--- config.mk ---
export PLATFORM = sky130hd
export DESIGN_NAME = bin_to_bcd_seq
export DESIGN_NICKNAME = d
export VERILOG_FILES = /design/src/rtl/bin_to_bcd_seq.sv
export SDC_FILE = /design/constraint.sdc
export NUM_CORES = 1
export LEC_CHECK = 0
export ABC_CLOCK_PERIOD_IN_PS = 1700
export CAP_MARGIN = 20
export CORE_MARGIN = 5
export CORE_UTILIZATION = 45
export DETAILED_ROUTE_END_ITERATION = 10
export PLACE_DENSITY = 0.65
export SLEW_MARGIN = 20
export SYNTH_ARGS = -nofsm -noshare
export SYNTH_HDL_FRONTEND = slang
export SYNTH_SLANG_ARGS = --single-unit
--- constraint.sdc ---
create_clock -name i_clock -period 1.7 [get_ports i_clock]
set_clock_uncertainty 0.1 [all_clocks]
set_input_delay 0.51 -clock i_clock [delete_from_list [all_inputs] [get_ports i_clock]]
set_output_delay 0.51 -clock i_clock [all_outputs]
set_load 0.02 [all_outputs]
--- src/rtl/bin_to_bcd_seq.sv ---
// Sequential binary-to-BCD converter: shift-and-add-3, one operand bit per clock.
// Three-state FSM (IDLE -> SHIFT -> DONE); result register only updates on completion.
module bin_to_bcd_seq #(
  parameter int WIDTH  = 8,
  parameter int DIGITS = 3
) (
  input  logic                  i_clock,
  input  logic                  i_reset,
  input  logic                  i_start,
  input  logic [WIDTH-1:0]      i_bin,
  output logic                  o_busy,
  output logic                  o_done,
  output logic [4*DIGITS-1:0]   o_bcd
);

  localparam int SW = 4 * DIGITS;
  localparam int CW = $clog2(WIDTH + 1);

  typedef enum logic [1:0] {
    S_IDLE  = 2'd0,
    S_SHIFT = 2'd1,
    S_DONE  = 2'd2
  } state_t;

  state_t           r_state;
  state_t           w_state_nxt;
  logic [SW-1:0]    r_scratch;
  logic [WIDTH-1:0] r_operand;
  logic [CW-1:0]    r_cnt;
  logic [SW-1:0]    r_bcd;
  logic             r_busy;
  logic             r_done;
  logic [SW-1:0]    w_scratch_adj;
  logic [SW-1:0]    w_scratch_shift;
  logic             w_last;
  logic             w_busy_nxt;
  logic             w_done_nxt;

  // Add 3 to every nibble >= 5, the top nibble included.
  function automatic logic [SW-1:0] f_add3(input logic [SW-1:0] v);
    logic [SW-1:0] r;
    r = v;
    for (int i = 0; i < DIGITS; i++) begin
      if (v[4*i +: 4] >= 4'd5) begin
        r[4*i +: 4] = v[4*i +: 4] + 4'd3;
      end else begin
        r[4*i +: 4] = v[4*i +: 4];
      end
    end
    return r;
  endfunction

  assign w_last          = (r_cnt == CW'(WIDTH - 1));
  assign w_scratch_adj   = f_add3(r_scratch);
  assign w_scratch_shift = {w_scratch_adj[SW-2:0], r_operand[WIDTH-1]};

  always_ff @(posedge i_clock) begin
    if (i_reset) begin
      r_state <= S_IDLE;
    end else begin
      r_state <= w_state_nxt;
    end
  end

  always_comb begin
    w_state_nxt = r_state;
    case (r_state)
      S_IDLE: begin
        if (i_start) begin
          w_state_nxt = S_SHIFT;
        end else begin
          w_state_nxt = S_IDLE;
        end
      end
      S_SHIFT: begin
        if (w_last) begin
          w_state_nxt = S_DONE;
        end else begin
          w_state_nxt = S_SHIFT;
        end
      end
      S_DONE:  w_state_nxt = S_IDLE;
      default: w_state_nxt = S_IDLE;
    endcase
  end

  // Flags are decoded from the next state so they register alongside it.
  always_comb begin
    w_busy_nxt = 1'b0;
    w_done_nxt = 1'b0;
    case (w_state_nxt)
      S_SHIFT: w_busy_nxt = 1'b1;
      S_DONE:  w_done_nxt = 1'b1;
      default: begin
        w_busy_nxt = 1'b0;
        w_done_nxt = 1'b0;
      end
    endcase
  end

  always_ff @(posedge i_clock) begin
    if (i_reset) begin
      r_busy <= 1'b0;
      r_done <= 1'b0;
    end else begin
      r_busy <= w_busy_nxt;
      r_done <= w_done_nxt;
    end
  end

  always_ff @(posedge i_clock) begin
    if (i_reset) begin
      r_scratch <= {SW{1'b0}};
      r_operand <= {WIDTH{1'b0}};
      r_cnt     <= {CW{1'b0}};
      r_bcd     <= {SW{1'b0}};
    end else begin
      case (r_state)
        S_IDLE: begin
          if (i_start) begin
            r_operand <= i_bin;
            r_scratch <= {SW{1'b0}};
            r_cnt     <= {CW{1'b0}};
          end
        end
        S_SHIFT: begin
          r_scratch <= w_scratch_shift;
          r_operand <= {r_operand[WIDTH-2:0], 1'b0};
          r_cnt     <= r_cnt + CW'(1);
          // Publish only the fully shifted value so o_bcd never shows partials.
          if (w_last) begin
            r_bcd <= w_scratch_shift;
          end
        end
        default: begin
        end
      endcase
    end
  end

  assign o_busy = r_busy;
  assign o_done = r_done;
  assign o_bcd  = r_bcd;

endmodule

==> impl_metrics.ini, run 1 <==
[die]
row_count = 23
coreArea_um2 = 4000
die_y_um = 74.17
die_x_um = 74.17
boundaryPins = 25
design.die.area_um2 = 5501
starting_density_of_the_core_pct = 46.32

[power]
power.internal_mw = 1.622
share_clk_of_total_power_pct = 44.2
power.static_leakage_nw = 0.9554
power.share.combinational_pct = 8.0
total_power_mw = 2.043
power.net_switching_mw = 0.4208
vdd.ir_drop.worst_uv = 460.3
total_power_divided_by_cell_area_nw_per_um2 = 863.0
seqPwrFrac_pct = 47.8
switching_share_pct = 20.60

[timing]
hold_viol = 0
tns_ns = 0
setup_viol = 0
layout_worst_path_cycle_share_pct = 95.34
whs_ns = 0.3861
final.min_clock_period_ns = 1.621
max_freq_mhz = 617.0
slew-limit-headroom_pct = 77.01
slew_violations = 0
worst-slew-pin-transition_ns = 0.3449

[global_routing]
grt_start_max_net_pins = 14
grt_overflow_total = 0
groute.usage.overall_pct = 16.99
first_global_vias = 1584
grt_pass1_wl_um = 7251
grt_antenna_before_repair = 0

[hold_path]
hold_start = o_bcd[10]
min-delay-path-class = reg -> reg
holdPathStages = 2
hold_end = o_bcd[10]

[critical_path]
r2r_slack_ns = 0.08
slowest_stage = mux2_4
timing.rr.end = r_scratch[6]
timing.critical_path.cells = inv_1 > ha_1 > nand2b_1 > a21oi_2 > mux2_4 > o21ai_0
worstPathRequired_ns = 1.82
critical_path.max_fanout = 4
worst_setup_path_start_kind = flop
setup.worst_path.end_class = flop
cp_slowest_stage_delay_ns = 0.34
critical_path_buf_inv_count = 1
critPathKind = reg -> reg
critical_path.top_delay_family = compound AO/OA/AOI/OAI gates
r2r.worst_path.cells = 6
rr_startpoint = r_scratch[5]
critical_path_arrival_ns = 1.74

[finish]
instances_no_fill = 286
layout-area-overhead-vs-synth_pct = 27.75
drive_above_1_share_pct = 21.61
design.final.nets = 254
finalInstanceArea_um2 = 2367
antenna_cells_inserted = 0

[detailed_routing]
wl_per_cell_um = 14.84
post-route-drc-count = 0
vias = 1562
detailedRoute.firstIterationViolations = 81
drt-pass1-iter-count = 4
drtAntennaViolNets = 0
detail_route.wirelength_um = 4244
vias_per_cell = 5.462

[synthesis]
ys_seq_area_share_pct = 43.21
synth-warning-count = 0
synth.distinct_cells = 32
postSynthRegisterBits = 40
synth_async_sr_flop_share_pct = 0
post_syn_area_um2 = 1853
mappedNetlistNets = 216
ys_dominant_reg_cell = dfxtp_1
syn_area_per_cell_um2 = 9.359
cell_count_after_synthesis = 198
synth-edff-count = 0

[clock_tree]
cts_num_sinks = 40
cts_setup_buffers = 0
path_clk_slew_ns = 0.08
cts_root_buf = clkbuf_8
tritoncts = done
cts_buffers = 5
worstSkewPairLatency_ns = 0.29
cts-htree-levels = 2
buffer_levels_on_the_longest_clock_path = 2

[run_status]
outcome = finished, final reports clean

[placement]
place.detailed.hpwl_um = 3091
placed_cells_incl_taps = 279
port_buffers = 24
finalWeightedCongestion = 0.8227
placement_stage_cell_area_um2 = 2221

[flow_run]
max-cap-violations = 0
==> synthesized netlist by cell type, drive strengths merged (5+ instances only) <==
library cell	count	area share, %
nor3	11	3.0
ha	7	4.7
inv	9	1.8
nor2b	9	3.4
nor2	23	4.7
a21oi	13	3.5
a211oi	5	3.1
dfxtp	40	43
o22ai	13	6.1
o21ai	8	2.2
o32ai	5	2.4
buf	7	3.4
clkbuf	6	1.2
nand2b	13	4.8
nor3b	5	2.0
==> what timing repair did <==
item                                    CTS  global route
pin swaps                                 0             1
endpoints found under the setup margin   14            17
gates resized for setup                  14            11
hold buffers                              0             0
==> registers in the layout, summed over array words and instances (netlist names) <==
signal	count
o_bcd	12
o_busy	1
o_done	1
r_cnt	4
r_operand	8
r_scratch	12
r_state	2
==> cell type report <==
class                           instances  area (µm²)
Fill cell                             350        1633
Multi-Input combinational cell        136       963.4
Sequential cell                        40       802.0
Timing Repair Buffer                   44       376.6
Clock buffer                            5       68.82
Tap cell                               50       62.56
Clock inverter                          2       60.06
Inverter                                9       33.78
==> cell usage in the layout (no fill, tap or decap), types with 2 or more instances in the layout <==
cell,instances
a211oi_2,4
a21oi_1,10
a21oi_2,3
a22oi_1,3
a311oi_1,2
buf_4,19
bufinv_16,2
clkbuf_8,5
clkdlybuf4s50_1,10
dfxtp_1,39
dlygate4sd2_1,14
ha_1,7
inv_1,8
mux2_2,3
nand2b_1,11
nand3_1,4
nand3b_1,3
nor2_1,23
nor2b_1,7
nor3_1,11
nor3b_1,5
o21ai_0,8
o22ai_1,8
o22ai_2,5
o32ai_1,5
xnor2_1,2
==> worst reg2reg max path: stages (launching register included) <==
cell and delay (ns):
dfxtp_1 0.33, inv_1 0.08, ha_1 0.18, nand2b_1 0.17
a21oi_2 0.19, mux2_4 0.34, o21ai_0 0.16
==> metal layers <==
layer / part of all wire [%] / global-route usage, % / vias to the layer above
li1: - / - / 779
met1: 42 / 19.34 / 738
met2: 52 / 30.91 / 34
met3: 3.9 / 3.514 / 11
met4: 2.0 / 6.640 / 0
met5: 0 / 0 / -
==> cell families after synthesis <==
group / synth area share, %
buffers and inverters: 6.414
multiplexers: 2.971
adder cells (fa/ha/maj): 4.726
XOR/XNOR: 1.418
AO/OA/AOI/OAI: 20.39
AND/OR/NAND/NOR: 20.86
flip-flops: 43.21
==> metrics by stage <==
stage / utilization [%] / worst slack [ns]
after floorplan: - / 0.1331
after global placement: 55.52 / -0.2024
after detailed placement: 55.52 / -0.2613
after CTS: 58.30 / 0.02299
after global routing: 59.18 / -0.009868
final: 59.18 / 0.07914
==> how the worst max path moves through the flow <==
stage / start / to / slack [ns] / cells after the start
after CTS: r_scratch[1] / r_scratch[2] / 0.02 / 6
after global routing: r_scratch[5] / r_scratch[6] / -0.01 / 6
after detailed placement: i_start / r_cnt[1] / -0.26 / 5
after floorplan: r_scratch[4] / r_scratch[6] / 0.13 / 6
after global placement: i_start / r_cnt[3] / -0.20 / 5
final: r_scratch[5] / r_scratch[6] / 0.08 / 6
==> power groups by stage <==
stage | Clock [mW] | Sequential (mW) | Combinational (mW)
3_5_place_dp | 0 | 0.998 | 0.161
3_3_place_gp | 0 | 0.997 | 0.154
5_1_grt | 0.953 | 0.980 | 0.182
4_1_cts | 0.922 | 0.976 | 0.161
2_1_floorplan | 0 | 0.993 | 0.102
6_report | 0.903 | 0.977 | 0.163
No activity file was read; power rests on OpenSTA's default activity.
==> inputs of run 2 (changes only) <==
Settings changed: CORE_MARGIN 5 to unset, CORE_UTILIZATION 45 to 35, PLACE_DENSITY 0.65 to 0.53.
==> run 2 against run 1 <==
First-iteration DRC count up 6.2%. Routed wire length down 13%. Sequential share of layout area down 0.42 points. Hold slack better by 0.0057 ns. Power down 5.5%. Highest routed layer unchanged. Flip-flop and latch count unchanged. Largest power group unchanged.
==> impl_metrics.ini, run 2 (synthesis results as in run 1) <==
[global_routing]
first_global_vias = 1376
grt_pass1_wl_um = 6327
grt_antenna_before_repair = 0
grt_start_max_net_pins = 19
grt_overflow_total = 0
groute.usage.overall_pct = 14.83

[critical_path]
cp_slowest_stage_delay_ns = 0.42
critical_path_arrival_ns = 1.73
critical_path.max_fanout = 7
critPathKind = in -> reg
timing.critical_path.cells = clkdlybuf4s50_1 > buf_4 > nand2b_1 > o22ai_1 > nor2b_1 > nor3_1
setup.worst_path.end_class = flop
slowest_stage = clkdlybuf4s50_1
worstPathRequired_ns = 1.82
worst_setup_path_start_kind = input port

[power]
total_power_divided_by_cell_area_nw_per_um2 = 806.6
vdd.ir_drop.worst_uv = 429.6
power.static_leakage_nw = 0.9468

[clock_tree]
tritoncts = done
buffer_levels_on_the_longest_clock_path = 2
cts-htree-levels = 2
cts_buffers = 5
cts_num_sinks = 40
path_clk_slew_ns = 0.08
worstSkewPairLatency_ns = 0.30
cts_root_buf = clkbuf_8

[finish]
drive_above_1_share_pct = 21.01
layout_commonest_cell = dfxtp_1
layout-area-overhead-vs-synth_pct = 29.17
final_core_util_pct = 46.86
mostFrequentLayoutCells = 40 x dfxtp_1, 23 x nor2_1, 19 x buf_4
antenna_cells_inserted = 0
fill_cells = 528
instances_no_fill = 308
design.final.nets = 255

[timing]
rsz_0062_raised_after_global_routing = false
worst-slew-pin-transition_ns = 0.2936
setup_slack_ns = 0.09541
slew_violations = 0
setup_viol = 0
max_freq_mhz = 623.2
final.min_clock_period_ns = 1.605
slew-limit-headroom_pct = 80.40
hold_viol = 0
layout_worst_path_cycle_share_pct = 94.39

[placement]
placed_cells_incl_taps = 300
place_worst_setup_slack_ns = -0.2616
place.detailed.hpwl_um = 2663
port_buffers = 24
finalWeightedCongestion = 0.7436

[detailed_routing]
vias_per_cell = 4.870
vias = 1500
wl_per_cell_um = 11.94
drtAntennaViolNets = 0
detailedRoute.firstIterationViolations = 86
detail_route.wirelength_um = 3679
post-route-drc-count = 0
drt-pass1-iter-count = 4

[run_status]
outcome = finished, final reports clean

[flow_run]
max-cap-violations = 0

[die]
row_count = 26
boundaryPins = 25
die_x_um = 74.76
design.die.area_um2 = 5589
starting_density_of_the_core_pct = 36.28
die_y_um = 74.76
coreArea_um2 = 5107

[hold_path]
min-delay-path-class = reg -> reg
-- run 2: timing repair --
| item | in CTS | in global routing |
|---|---|---|
| pin swaps | 0 | 2 |
| hold buffers | 0 | 0 |
| buffers inserted | 0 | 0 |
| gates cloned | 0 | 0 |
| setup endpoints to repair | 14 | 12 |
| gates resized for setup | 14 | 8 |
| hold endpoints to repair | 0 | 0 |
-- run 2: final cells by class --
class | count | area (µm²) | share of cell area, %
Multi-Input combinational cell | 136 | 954.7 | 39.88
Timing Repair Buffer | 45 | 405.4 | 16.94
Clock inverter | 3 | 42.54 | 1.777
Sequential cell | 40 | 800.8 | 33.46
Tap cell | 70 | 87.58 | 3.659
Clock buffer | 5 | 68.82 | 2.875
Inverter | 9 | 33.78 | 1.411
-- run 2: worst paths after layout --
path,cells past startpoint,slack [ns],startpoint,to
setup / recovery,6,0.1,i_start,r_operand[4]
hold / removal,2,0.39,o_bcd[10],o_bcd[10]
setup reg to reg,6,0.11,r_scratch[1],r_scratch[2]
hold reg to reg,2,0.39,o_bcd[10],o_bcd[10]
-- run 2: power breakdown --
part / total, mW / switching, mW / internal [mW]
Combinational: 0.173 / 0.0808 / 0.0920
Clock: 0.783 / 0.349 / 0.435
Sequential: 0.974 / 0.0151 / 0.959
-- run 2: stage by stage --
stage	TNS (ns)	area [µm²]	power, mW	hold WS (ns)
finish	0	2394	1.931	0.3918
global route	0	2394	2.012	0.4176
CTS	0	2372	1.958	0.3917
detailed placement	-4.324	2278	1.169	0.3806
global placement	-3.883	2278	1.169	0.3739
floorplan	0	1853	1.095	0.3541
-- run 2: critical path, delay by kind of cell --
kind                   cells  cell delay [ns]
AO/OA/AOI/OAI              1             0.12
buffers and inverters      2             0.56
AND/OR/NAND/NOR            3             0.53
-- run 2: metal layers --
layer | global-route usage [%] | vias up | part of all wire [%]
met5 | 0 | - | 0
met4 | 5.660 | 0 | 1.4
met3 | 3.614 | 6 | 2.7
met2 | 23.32 | 16 | 45
met1 | 19.69 | 691 | 51
li1 | - | 787 | -
